## config.mk

```make
export PLATFORM = sky130hd
export DESIGN_NAME = data_sram_ctrl
export DESIGN_NICKNAME = d
export VERILOG_FILES = /design/src/rtl/data_sram_ctrl.sv
export SDC_FILE = /design/constraint.sdc
export NUM_CORES = 1
export LEC_CHECK = 0
export BUFFER_PORTS_ARGS = -buffer_cell sky130_fd_sc_hd__buf_2
export CAP_MARGIN = 20
export CORE_MARGIN = 4
export CORE_UTILIZATION = 43
export DETAILED_ROUTE_END_ITERATION = 12
export PLACE_DENSITY = 0.85
export SYNTH_ARGS = -nofsm -noshare
export SYNTH_HDL_FRONTEND = slang
export SYNTH_SLANG_ARGS = --single-unit
```

## constraint.sdc

```tcl
create_clock -name clk -period 1.3 [get_ports clk]
set_input_delay 0.065 -clock clk [delete_from_list [all_inputs] [get_ports clk]]
set_output_delay 0.065 -clock clk [all_outputs]
set_load 0.03 [all_outputs]
```

## src/rtl/data_sram_ctrl.sv

```systemverilog
// data_sram_ctrl: data-side controller for an external asynchronous 32-bit SRAM.
// Takes the MEM stage request, runs a WAIT-cycle strobe window and returns load data.
//
// Ports:
//   clk, rst                     clock, synchronous active-high reset
//   ce_i, we_n_i, sel_n_i        request valid, 1=read/0=write, active-low selects (0 = word)
//   addr_i, data_i               byte address, store data (byte stores use [7:0])
//   data_o                       load result (sign-extended for byte loads)
//   done_o                       one-cycle completion pulse
//   stall_o                      combinational pipeline hold
//   sram_addr, sram_data_o       SRAM word address and write data
//   sram_data_oe                 drive enable for the SRAM data bus
//   sram_data_i                  SRAM read data
//   sram_ce_n/oe_n/we_n/be_n     active-low SRAM strobes and byte enables
module data_sram_ctrl #(
    parameter int unsigned ADDR_W = 20,
    parameter int unsigned WAIT   = 2
) (
    input  logic              clk,
    input  logic              rst,
    input  logic              ce_i,
    input  logic              we_n_i,
    input  logic [3:0]        sel_n_i,
    input  logic [31:0]       addr_i,
    input  logic [31:0]       data_i,
    output logic [31:0]       data_o,
    output logic              done_o,
    output logic              stall_o,
    output logic [ADDR_W-1:0] sram_addr,
    output logic [31:0]       sram_data_o,
    output logic              sram_data_oe,
    input  logic [31:0]       sram_data_i,
    output logic              sram_ce_n,
    output logic              sram_oe_n,
    output logic              sram_we_n,
    output logic [3:0]        sram_be_n
);

    localparam int unsigned CntW = (WAIT > 1) ? $clog2(WAIT) : 1;

    typedef enum logic [1:0] {StIdle, StAccess, StDone} state_e;

    state_e          state_q, state_d;
    logic [CntW-1:0] cnt_q;
    logic            rd_q;
    logic            byte_q;
    logic [1:0]      lane_q;

    logic            accept;
    logic            last;
    logic [7:0]      rd_byte;
    logic [31:0]     rd_word;

    assign accept = (state_q == StIdle) && ce_i;
    assign last   = (state_q == StAccess) && (cnt_q == '0);

    // State register
    always_ff @(posedge clk) begin
        if (rst) begin
            state_q <= StIdle;
        end else begin
            state_q <= state_d;
        end
    end

    // Next-state logic
    always_comb begin
        state_d = state_q;
        case (state_q)
            StIdle:   if (ce_i) state_d = StAccess;
            StAccess: if (cnt_q == '0) state_d = StDone;
            StDone:   state_d = StIdle;
            default:  state_d = StIdle;
        endcase
    end

    // Outputs; stall is forced low during reset so the pipeline is never held by stale state
    always_comb begin
        done_o  = (state_q == StDone);
        stall_o = !rst && (accept || (state_q == StAccess));
    end

    // Lane extraction for the result register
    always_comb begin
        rd_byte = sram_data_i[7:0];
        case (lane_q)
            2'd0:    rd_byte = sram_data_i[7:0];
            2'd1:    rd_byte = sram_data_i[15:8];
            2'd2:    rd_byte = sram_data_i[23:16];
            default: rd_byte = sram_data_i[31:24];
        endcase
        rd_word = byte_q ? {{24{rd_byte[7]}}, rd_byte} : sram_data_i;
    end

    // Registered SRAM interface: everything is set at accept and held through ACCESS,
    // then the strobes drop on the edge into DONE.
    always_ff @(posedge clk) begin
        if (rst) begin
            cnt_q        <= '0;
            rd_q         <= 1'b0;
            byte_q       <= 1'b0;
            lane_q       <= 2'd0;
            sram_addr    <= '0;
            sram_data_o  <= '0;
            sram_data_oe <= 1'b0;
            sram_ce_n    <= 1'b1;
            sram_oe_n    <= 1'b1;
            sram_we_n    <= 1'b1;
            sram_be_n    <= 4'hF;
            data_o       <= '0;
        end else if (accept) begin
            cnt_q        <= CntW'(WAIT - 1);
            rd_q         <= we_n_i;
            byte_q       <= (sel_n_i != 4'b0000);
            lane_q       <= addr_i[1:0];
            sram_addr    <= addr_i[ADDR_W+1:2];
            sram_ce_n    <= 1'b0;
            sram_oe_n    <= !we_n_i;
            sram_we_n    <= we_n_i;
            sram_data_oe <= !we_n_i;
            if (sel_n_i != 4'b0000) begin
                sram_be_n   <= ~(4'b0001 << addr_i[1:0]);
                sram_data_o <= {4{data_i[7:0]}};
            end else begin
                sram_be_n   <= 4'b0000;
                sram_data_o <= data_i;
            end
        end else if (last) begin
            sram_ce_n    <= 1'b1;
            sram_oe_n    <= 1'b1;
            sram_we_n    <= 1'b1;
            sram_be_n    <= 4'hF;
            sram_data_oe <= 1'b0;
            if (rd_q) begin
                data_o <= rd_word;
            end
        end else if (state_q == StAccess) begin
            cnt_q <= cnt_q - CntW'(1);
        end
    end

endmodule

```

# == Word-level counts from Yosys, hierarchy flattened ==
# Cells that the tools add are included.
# totals
regBits,99
input_bits,104
output_inout_bits,94
wordCells,57
# classes
addsub,1
eq_ne,7
shift,1
muxes,18
bitwise,3
reduce_logical,14
# op_table
op,count
32-bit 2-to-1 mux,2
8-bit case mux with 3 select lines,1
4-bit 2-to-1 mux,3
1-bit 2-to-1 mux,9
"2-bit != test, second input constant",3
"2-bit by 1-bit equality test with 1-bit output, second input constant",2
"2-bit equality test, second input constant",2
2-bit zero test,2
2-bit 2-to-1 mux,2
4-bit inverter,1
2-bit case mux with 2 select lines,1
2-bit AND reduction,2
2-bit nonzero test,2
4-bit nonzero test,1
"1-bit by 2-bit << shifter with 4-bit output, first input constant",1
1-bit logical AND,3
3-bit AND reduction,1
1-bit zero test,2
1-bit inverter,2
1-bit logical OR,1
"1-bit subtractor, second input constant",1

# == Logic depth before layout (Yosys ltp) ==
# Gate-level depths: netlist of the first run.
# depth
depth_word,4
mapped_depth,6
depth_no_buf,3

# == Worst setup path after synthesis of the first run ==
# OpenSTA, ideal clock, no wires.
# synth_path
kind,reg-to-reg
start,register state_q[0]
end,register sram_data_o[10]
setup_time_ps,139
arrival_ps,1274
t_required_ps,1161
slack_ps,-113
path_stages_with_launch,7
path_buffers,3
period_less_slack_ps,1413
path_cell_list,dfxtp_1 -> buf_6 -> or3b_1 -> buf_6 -> buf_6 -> a211oi_1 -> nor3_1
# synth_between
elab_chain_len,2
# synth_lines
item,line,source
from (decl),43,"state_e state_q, state_d;"
from (signal assigned),60,state_q <= StIdle;
from (signal assigned),62,state_q <= state_d;
2-bit zero test,54,assign accept = (state_q == StIdle) && ce_i;
1-bit logical AND,54,
to (signal assigned),123,sram_data_o <= {4{data_i[7:0]}};
to (signal assigned),126,sram_data_o <= data_i;
to (decl),30,"output logic [31:0] sram_data_o,"
# Every way passes these cells.
# A chain may end at the register's enable or synchronous reset.

# == Worst setup path in the final report of the first run ==
# layout_path
start,register lane_q[0]
end,register data_o[31]
# layout_between
elab_chain_len,3
elab_cells_between_ends,5
cone_classes,eq/ne: 2; mux: 2; reduce/logical: 1
# layout_lines
item,line,source
from (decl),47,logic [1:0] lane_q;
from (signal assigned),115,lane_q <= addr_i[1:0];
"2-bit equality test, or another cell as far along",86,case (lane_q)
8-bit case mux with 3 select lines (*),86,
32-bit 2-to-1 mux (*),92,"rd_word = byte_q ? {{24{rd_byte[7]}}, rd_byte} : sram_data_i;"
to (signal assigned),135,data_o <= rd_word;
to (decl),26,"output logic [31:0] data_o,"
# Mark *: on every way between the ends. The rest lies on a longest branch, timed or not.

==> results of run 1 <==
[sequential cells by signal (all words and copies together) (netlist names)]
name,flops
state_q,2
data_o,32
sram_data_oe,1
byte_q,1
sram_we_n,1
rd_q,1
cnt_q,1
sram_data_o,32
sram_addr,20
sram_oe_n,1
sram_ce_n,1
sram_be_n,4
lane_q,2
[stage by stage]
stage / hold slack (ns) / power (W)
3_3_place_gp: 0.306 / 0.00518
5_1_grt: 0.000754 / 0.00854
4_1_cts: 0.000240 / 0.00802
6_report: 0.00491 / 0.00823
3_5_place_dp: 0.315 / 0.00524
2_1_floorplan: 0.193 / 0.00464
[routing by layer]
layer	GRT usage [%]	vias to the layer above
met5	0	-
li1	-	2255
met2	44.2	319
met1	30.5	2329
met3	5.75	74
met4	11.4	0
[logic make-up (layout without fill, tap and decap cells)]
logic type      Yosys count  in the layout  synth area share (%)
simple gates            224            224                  25.5
compound gates          117            117                  21.2
flops                    99             99                  43.9
buf+inv                  52            303                  7.07
mux                       9              9                  2.33
other cells               0              1                     0
[worst reg2reg max path, stage by stage (launching register included)]
cell,delay (ns)
dfxtp_4,0.40
mux2_4,0.33
a22oi_4,0.29
buf_12,0.20
a311oi_1,0.11
[worst paths after layout]
check	cells after the start	end
worst max-delay path	4	data_o[31]
worst min-delay path	3	sram_data_o[27]
worst max register to register	4	data_o[31]
worst min register to register	2	sram_addr[15]
[layout make-up]
class / instances / area, um2 / share of cell area (%)
inverter: 1 / 3.75 / 0.0532
clock buffer: 11 / 151 / 2.15
tap: 136 / 170 / 2.41
antenna: 1 / 2.50 / 0.0355
sequential: 99 / 1990 / 28.2
multi-input combinational: 350 / 2520 / 35.7
clock inverter: 5 / 108 / 1.53
timing repair buffer: 286 / 2110 / 29.9
[layout by cell type (no fill, tap or decap), drive strengths merged]
cell type    netlist  layout
nor2              62      62
diode              0       1
buf               36     224
a21o               8       8
o21bai             1       1
dlygate4sd3        0      57
or3                1       1
and4bb             1       1
a22oi              1       1
nor4               2       2
and2               1       1
a21oi             39      39
or3b               2       2
nand2             69      69
nor4b              1       1
a31oi              1       1
clkbuf            15      14
a311oi            32      32
a211oi            26      26
or4                1       1
bufbuf             0       2
nand2b            34      34
inv                1       2
mux2               9       9
nor3b              2       2
nor2b              8       8
o211ai             1       1
bufinv             0       3
nor3              26      26
dfxtp             99      99
o41a               8       8
clkinv             0       1
nand3             14      14
[power by group]
| group | switching [W] | total (W) | internal, W | leakage, nW |
|---|---|---|---|---|
| sequential | 0.000128 | 0.00337 | 0.00324 | 0.813 |
| clock | 0.00112 | 0.00252 | 0.00139 | 0.130 |
| combinational | 0.00136 | 0.00234 | 0.000980 | 2.10 |
| total | 0.00262 | 0.00823 | 0.00562 | 3.04 |
[repair_timing]
item / 4_1_cts / 5_1_grt
setup buffers: 3 / 1
gates resized for setup: 30 / 50
gates cloned: 5 / 3
pin swaps: 4 / 13
endpoints found under the setup margin: 98 / 97
hold buffers: 57 / 0
hold endpoints to repair: 59 / 0
==> flow_metrics.env, run 1 <==
export IMPL_area_growth_pct=56.2
export IMPL_syn_area_mm2=0.00452
export IMPL_drt_wirelength_per_cell_um=19.1
export IMPL_maxCapViolCount=0
export IMPL_worstSetupEndpointType="register"
export IMPL_cts_sinks=99
export IMPL_ys_async_sr_fraction_pct=0
export IMPL_ant_nets=0
export IMPL_antenna_found_initial=1
export IMPL_status="finished, violations left"
export IMPL_dieWidth_um=110
export IMPL_cts_max_level=3
export IMPL_nets=851
export IMPL_drt_wl_total_um=17000
export IMPL_grt_overflow=0
export IMPL_maxUsedRoutingLayer="met4"
export IMPL_num_vias=4977
export IMPL_grt_pass1_wl_um=25600
export IMPL_dr_wl_met3_um=1360
export IMPL_yosys_area_top_type="dfxtp_1"
export IMPL_synth_top_area_share_pct=43.9
export IMPL_design_area_mm2=0.00705
export IMPL_drt_vias_per_instance=5.60
export IMPL_critPathBufInv=1
export IMPL_core_mm2=0.0103
export IMPL_p_per_area_mw_per_mm2=1170
export IMPL_path_class="reg2reg"
export IMPL_clock_latency_ns=0.38
export IMPL_worstSetupStartpointType="register"
export IMPL_dp_cells=803
export IMPL_crit_path_max_incr_delay_ns=0.40
export IMPL_critPathMaxFanout=13
export IMPL_cts_root_buf="clkbuf_8"
export IMPL_clock_path_buffers=2
export IMPL_num_io_pins=198
export IMPL_portBuffers=187
export IMPL_arrival_ns=1.69
export IMPL_cts_tree="done"
export IMPL_worstMarginPinSlew_ns=0.532
export IMPL_rsz0062_at_grt="true"
export IMPL_hold_viol=0
export IMPL_drcViolationCount=0
export IMPL_gp_congestion=0.867
export IMPL_cts_clk_slew_worst_paths_ns=0.09
export IMPL_drt_met1_wl_um=6350
export IMPL_hp_class="in2reg"
export IMPL_die_y_um=110
export IMPL_grt_util_all_layers_pct=25.7
export IMPL_relSlewSlack_pct=64.0
export IMPL_cts_made_buffers=9
export IMPL_hpwlAfterDp_um=10000
export IMPL_clock_fmax_ghz=0.690
export IMPL_place_worst_setup_slack_ns=-0.147
export IMPL_start_util_pct=43.9
export IMPL_violations="negative setup slack"
export IMPL_timing_final_ws_setup_ns=-0.149
export IMPL_crit_required_ns=1.55
export IMPL_synth_edf_count=0
export IMPL_grt_max_degree=44
export IMPL_cp_startpoint="lane_q[0]"
export IMPL_synth_cell_type_count=35
export IMPL_reg2reg_from="lane_q[0]"
export IMPL_die_area_mm2=0.0122
export IMPL_synthCells=501
export IMPL_layout_min_cycle_time_ns=1.45
export IMPL_final_cells=889
export IMPL_synth_seq_cells=99
export IMPL_syn_area_per_cell_um2=9.01
export IMPL_rows=37
export IMPL_crit_family="flip-flops"
export IMPL_drv_slew=0
export IMPL_fin_crit_sh_pct=111
export IMPL_finClkSkew_ns=0.0164
export IMPL_synth_nets=605
export IMPL_hp_start="data_i[27]"
export IMPL_synth_top_flop_cell="dfxtp_1"
export IMPL_post_route_util_pct=68.6
export IMPL_wl_met2_um=8520
export IMPL_grt_pass1_vias=4841
export IMPL_yosysWarnings=0
export IMPL_peakVddDrop_mv=0.685
export IMPL_place_area_mm2=0.00564
export IMPL_setup_viol=76
export IMPL_ys_seq_area_share_pct=43.9
export IMPL_drive_above_1_share_pct=46.0
export IMPL_power_leakage_nw=3.04
export IMPL_synth_common_cells="dfxtp_1, nand2_1, nor2_1"
export IMPL_drtIter0Drc=399
export IMPL_cp_cell_sequence="mux2_4 > a22oi_4 > buf_12 > a311oi_1"
export IMPL_synth_area_leaders="dfxtp_1, a311oi_1, nand2_1"
export IMPL_first_pass_iters=5
export IMPL_fillCellCount=720
export IMPL_r2r_setup_slack_ns=-0.15
export IMPL_synth_most_common_cell="dfxtp_1"
export IMPL_crit_slowest_cell="dfxtp_4"
export IMPL_fin_tns_setup_ns=-6.66
Note: power is estimated with default switching activity, not from simulation.
==> inputs of run 2 (changes only) <==
- CORE_UTILIZATION: 43 -> 50
- PLACE_DENSITY: 0.85 -> 0.92
- clock period: 1.3 -> 1.8 ns (I/O delays scaled with it)
==> flow_metrics.env, run 2 (synthesized netlist as in run 1, its figures left out) <==
export IMPL_hold_viol=0
export IMPL_drcViolationCount=0
export IMPL_core_mm2=0.00876
export IMPL_num_antenna_cells=0
export IMPL_cts_sinks=99
export IMPL_place_worst_setup_slack_ns=0.178
export IMPL_relSlewSlack_pct=57.9
export IMPL_nets=791
export IMPL_grt_pass1_wl_um=21100
export IMPL_peakVddDrop_mv=0.508
export IMPL_hp_start="sram_data_i[17]"
export IMPL_layout_common_cells="buf_2, dfxtp_1, nand2_1, nor2_1, a21oi_1"
export IMPL_drt_vias_per_instance=5.54
export IMPL_dp_cells=757
export IMPL_timing_final_ws_setup_ns=0.125
export IMPL_pwr_share_comb_pct=25.8
export IMPL_cts_root_buf="clkbuf_8"
export IMPL_gp_congestion=0.869
export IMPL_postCtsSetupBuffers=0
export IMPL_ff_latch_area_mm2=0.00198
export IMPL_ant_nets=0
export IMPL_switching_power_w=0.00169
export IMPL_drive_above_1_share_pct=38.4
export IMPL_layout_min_cycle_time_ns=1.68
export IMPL_grt_pass1_vias=4413
export IMPL_pwr_share_clk_pct=25.7
export IMPL_clock_path_buffers=2
export IMPL_post_route_util_pct=66.8
export IMPL_setup_viol=0
export IMPL_cp_depth=4
export IMPL_power_leakage_nw=2.55
export IMPL_top_regs="data_o: 32 flops, sram_data_o: 32 flops, sram_addr: 20 flops"
export IMPL_cp_cell_sequence="and2_1 > a22oi_4 > buf_4 > a311oi_1"
export IMPL_first_pass_iters=4
export IMPL_start_util_pct=51.5
export IMPL_hpwlAfterDp_um=9350
export IMPL_die_area_mm2=0.0106
export IMPL_multi_input_area_mm2=0.00222
export IMPL_drtIter0Drc=145
export IMPL_fin_tns_setup_ns=0
export IMPL_fillCellCount=689
export IMPL_drt_wl_total_um=13400
export IMPL_status="completed"
export IMPL_place_area_mm2=0.00542
export IMPL_crit_required_ns=2.04
export IMPL_clock_fmax_ghz=0.597
export IMPL_hold_buffers=27
export IMPL_area_growth_pct=29.7
export IMPL_hp_class="in2reg"
export IMPL_grt_max_degree=65
export IMPL_num_vias=4431
export IMPL_worstSetupEndpointType="register"
export IMPL_r2r_setup_slack_ns=0.12
export IMPL_worstMarginPinSlew_ns=0.631
export IMPL_critPathMaxFanout=25
export IMPL_critPathBufInv=1
export IMPL_timing_rr_end="data_o[20]"
export IMPL_die_y_um=103
export IMPL_design_area_mm2=0.00586
export IMPL_dieWidth_um=103
export IMPL_cts_made_buffers=9
export IMPL_path_class="reg2reg"
export IMPL_drt_wirelength_per_cell_um=16.8
export IMPL_portBuffers=187
export IMPL_final_cells=800
export IMPL_cts_clk_slew_worst_paths_ns=0.11
export IMPL_cts_tree="done"
export IMPL_rsz0062_at_grt="false"
export IMPL_finClkSkew_ns=0.0172
export IMPL_rows=34
export IMPL_holdPathEnd="data_o[17]"
export IMPL_crit_slowest_cell="dfxtp_1"
export IMPL_reg2reg_from="lane_q[1]"
export IMPL_antenna_found_initial=0
export IMPL_worstSetupStartpointType="register"
export IMPL_maxCapViolCount=0
export IMPL_crit_family="flip-flops"
export IMPL_cts_max_level=3
export IMPL_clock_latency_ns=0.35
export IMPL_fin_crit_sh_pct=93.1
export IMPL_grt_util_all_layers_pct=24.9
export IMPL_reg2reg_depth=4
export IMPL_p_int_w=0.00332
export IMPL_cts_resized=0
export IMPL_p_seq_share_pct=48.5
export IMPL_final_common_cell="buf_2"
export IMPL_num_io_pins=198
export IMPL_drv_slew=0
export IMPL_grt_overflow=0
export IMPL_crit_path_max_incr_delay_ns=0.56
export IMPL_p_per_area_mw_per_mm2=856
export IMPL_arrival_ns=1.92
export IMPL_whs_path_depth=3
export IMPL_switching_share_pct=33.7
[run 2: cell type report]
| type | instances | area share [%] |
|---|---|---|
| tap | 108 | 2.31 |
| clock buffer | 11 | 2.24 |
| multi-input combinational | 350 | 37.9 |
| inverter | 1 | 0.0641 |
| timing repair buffer | 226 | 23.0 |
| sequential | 99 | 33.8 |
| clock inverter | 5 | 0.641 |
[run 2: power groups by stage]
stage               clock network (W)  logic (W)  registers (W)
global route                  0.00143    0.00140        0.00245
finish                        0.00129    0.00130        0.00243
detailed placement                  0    0.00124        0.00248
CTS                           0.00131    0.00129        0.00243
floorplan                           0   0.000604        0.00273
global placement                    0    0.00120        0.00247
[run 2: how the worst max path moves through the flow]
stage	start	end	slack, ns
floorplan	state_q[0]	sram_data_o[10]	0.39
global placement	state_q[0]	sram_data_o[10]	0.26
detailed placement	state_q[0]	sram_data_o[10]	0.18
CTS	lane_q[1]	data_o[20]	0.17
global route	lane_q[1]	data_o[20]	0.03
finish	lane_q[1]	data_o[20]	0.12
[run 2: worst register-to-register path, delay by kind of cell, from the launching register on]
kind,cells,cell delay [ns]
flops,1,0.56
compound gates,2,0.35
simple gates,1,0.42
buf+inv,1,0.24
[run 2: routing by layer]
| metal | track usage, % | share of wire, % | up-vias |
|---|---|---|---|
| met2 | 43.2 | 50 | 199 |
| met1 | 29.1 | 39 | 2061 |
| met5 | 0 | 0 | - |
| li1 | - | - | 2134 |
| met3 | 6.50 | 8.8 | 37 |
| met4 | 9.86 | 2.7 | 0 |
[run 2: per-stage QoR]
stage / total power [W] / hold slack [ns]
2_1_floorplan: 0.00334 / 0.226
3_3_place_gp: 0.00367 / 0.331
3_5_place_dp: 0.00371 / 0.340
4_1_cts: 0.00503 / 0.00875
5_1_grt: 0.00527 / 0.00886
6_report: 0.00501 / 0.0184
==> inputs of run 3 (changes only) <==
- REMOVE_ABC_BUFFERS: not set -> 1
==> flow_metrics.env, run 3 (synthesized netlist as in run 1, its figures left out) <==
export IMPL_ant_nets=0
export IMPL_hold_viol=0
export IMPL_hold_buffers=27
export IMPL_pwr_share_clk_pct=27.3
export IMPL_power_leakage_nw=2.59
export IMPL_holdPathEnd="data_o[16]"
export IMPL_nets=794
export IMPL_start_util_pct=51.5
export IMPL_cts_sinks=99
export IMPL_cts_clk_slew_worst_paths_ns=0.10
export IMPL_antenna_found_initial=0
export IMPL_switching_share_pct=32.1
export IMPL_hp_start="sram_data_i[16]"
export IMPL_cts_root_buf="clkbuf_8"
export IMPL_maxCapViolCount=0
export IMPL_post_route_util_pct=67.4
export IMPL_num_io_pins=198
export IMPL_drtIter0Drc=160
export IMPL_gp_congestion=0.818
export IMPL_peakVddDrop_mv=0.375
export IMPL_grt_util_all_layers_pct=23.1
export IMPL_grt_overflow=0
export IMPL_dieWidth_um=103
export IMPL_hpwlAfterDp_um=8880
export IMPL_pwr_share_comb_pct=25.1
export IMPL_layout_min_cycle_time_ns=1.60
export IMPL_final_cells=803
export IMPL_core_mm2=0.00876
export IMPL_reg2reg_depth=4
export IMPL_reg2reg_from="state_q[0]"
export IMPL_drt_wl_total_um=12600
export IMPL_grt_pass1_wl_um=19600
export IMPL_r2r_setup_slack_ns=0.20
export IMPL_drt_wirelength_per_cell_um=15.7
export IMPL_drive_above_1_share_pct=38.8
export IMPL_switching_power_w=0.00164
export IMPL_status="completed"
export IMPL_top_regs="data_o: 32 flops, sram_data_o: 32 flops, sram_addr: 20 flops"
export IMPL_worstMarginPinSlew_ns=0.620
export IMPL_dp_cells=760
export IMPL_timing_rr_end="sram_data_o[8]"
export IMPL_p_per_area_mw_per_mm2=865
export IMPL_p_int_w=0.00346
export IMPL_arrival_ns=1.80
export IMPL_portBuffers=187
export IMPL_area_growth_pct=30.8
export IMPL_clock_latency_ns=0.35
export IMPL_hp_class="in2reg"
export IMPL_die_y_um=103
export IMPL_crit_required_ns=2.01
export IMPL_whs_path_depth=3
export IMPL_num_antenna_cells=0
export IMPL_relSlewSlack_pct=58.6
export IMPL_hold_slack_ns=0.0232
export IMPL_cts_made_buffers=9
export IMPL_cts_max_level=3
export IMPL_postCtsSetupBuffers=0
export IMPL_num_vias=4437
export IMPL_grt_pass1_vias=4219
export IMPL_path_class="reg2reg"
export IMPL_first_pass_iters=4
export IMPL_clock_fmax_ghz=0.626
export IMPL_drt_vias_per_instance=5.53
export IMPL_finClkSkew_ns=0.00680
export IMPL_worstSetupEndpointType="register"
export IMPL_final_common_cell="buf_2"
export IMPL_drcViolationCount=0
export IMPL_clock_path_buffers=2
export IMPL_cts_resized=0
export IMPL_grt_max_degree=65
export IMPL_layout_common_cells="buf_2, dfxtp_1, nand2_1, nor2_1, a21oi_1"
export IMPL_critPathMaxFanout=49
export IMPL_worstSetupStartpointType="register"
export IMPL_rsz0062_at_grt="false"
export IMPL_setup_viol=0
export IMPL_fin_crit_sh_pct=88.8
export IMPL_rows=34
export IMPL_die_area_mm2=0.0106
export IMPL_drv_slew=0
export IMPL_cts_tree="done"
export IMPL_p_seq_share_pct=47.6
-- run 3: how the worst max path moves through the flow --
stage                     from              end  cells past startpoint
floorplan           state_q[0]        sram_oe_n                      3
global placement    state_q[0]  sram_data_o[10]                      4
detailed placement  state_q[0]   sram_data_o[8]                      4
CTS                 state_q[0]   sram_data_o[8]                      4
global route        state_q[0]  sram_data_o[30]                      4
finish              state_q[0]   sram_data_o[8]                      4
-- run 3: routing by layer --
metal  share of wire (%)  routed length [um]  vias up  track usage [%]
met5                   0                   0        -                0
met4                 1.8                 232        0             8.67
met3                 9.2                1160       29             6.50
met2                  51                6420      199             41.4
met1                  38                4770     2074             25.8
li1                    -                   -     2135                -
-- run 3: layout make-up --
cell class | instances | area [um2]
fill | 671 | 2860
multi-input combinational | 350 | 2220
sequential | 99 | 1980
timing repair buffer | 229 | 1370
tap | 108 | 135
clock buffer | 10 | 128
clock inverter | 6 | 65.1
inverter | 1 | 3.75
-- run 3: power groups by stage --
| stage | Clock (W) | Combinational, W | Sequential, W |
|---|---|---|---|
| after floorplan | 0 | 0.000483 | 0.00276 |
| after global placement | 0 | 0.00119 | 0.00247 |
| after detailed placement | 0 | 0.00123 | 0.00248 |
| after CTS | 0.00145 | 0.00128 | 0.00243 |
| after global routing | 0.00152 | 0.00138 | 0.00245 |
| final | 0.00140 | 0.00128 | 0.00243 |
-- run 3: critical path: stages (launching register included) --
cell      delay, ns
dfxtp_1        0.38
or3b_2         0.54
buf_12         0.21
a211oi_1       0.22
nor3_1         0.08
-- run 3: stage by stage --
step | TNS [ns] | setup WS [ns] | cell area [um2] | total power [W]
after global placement | 0 | 0.278 | 5440 | 0.00366
after global routing | 0 | 0.109 | 5900 | 0.00535
after detailed placement | 0 | 0.221 | 5440 | 0.00371
final | 0 | 0.202 | 5900 | 0.00511
after floorplan | -153.08 | -2.56 | 4200 | 0.00324
after CTS | 0 | 0.202 | 5900 | 0.00516
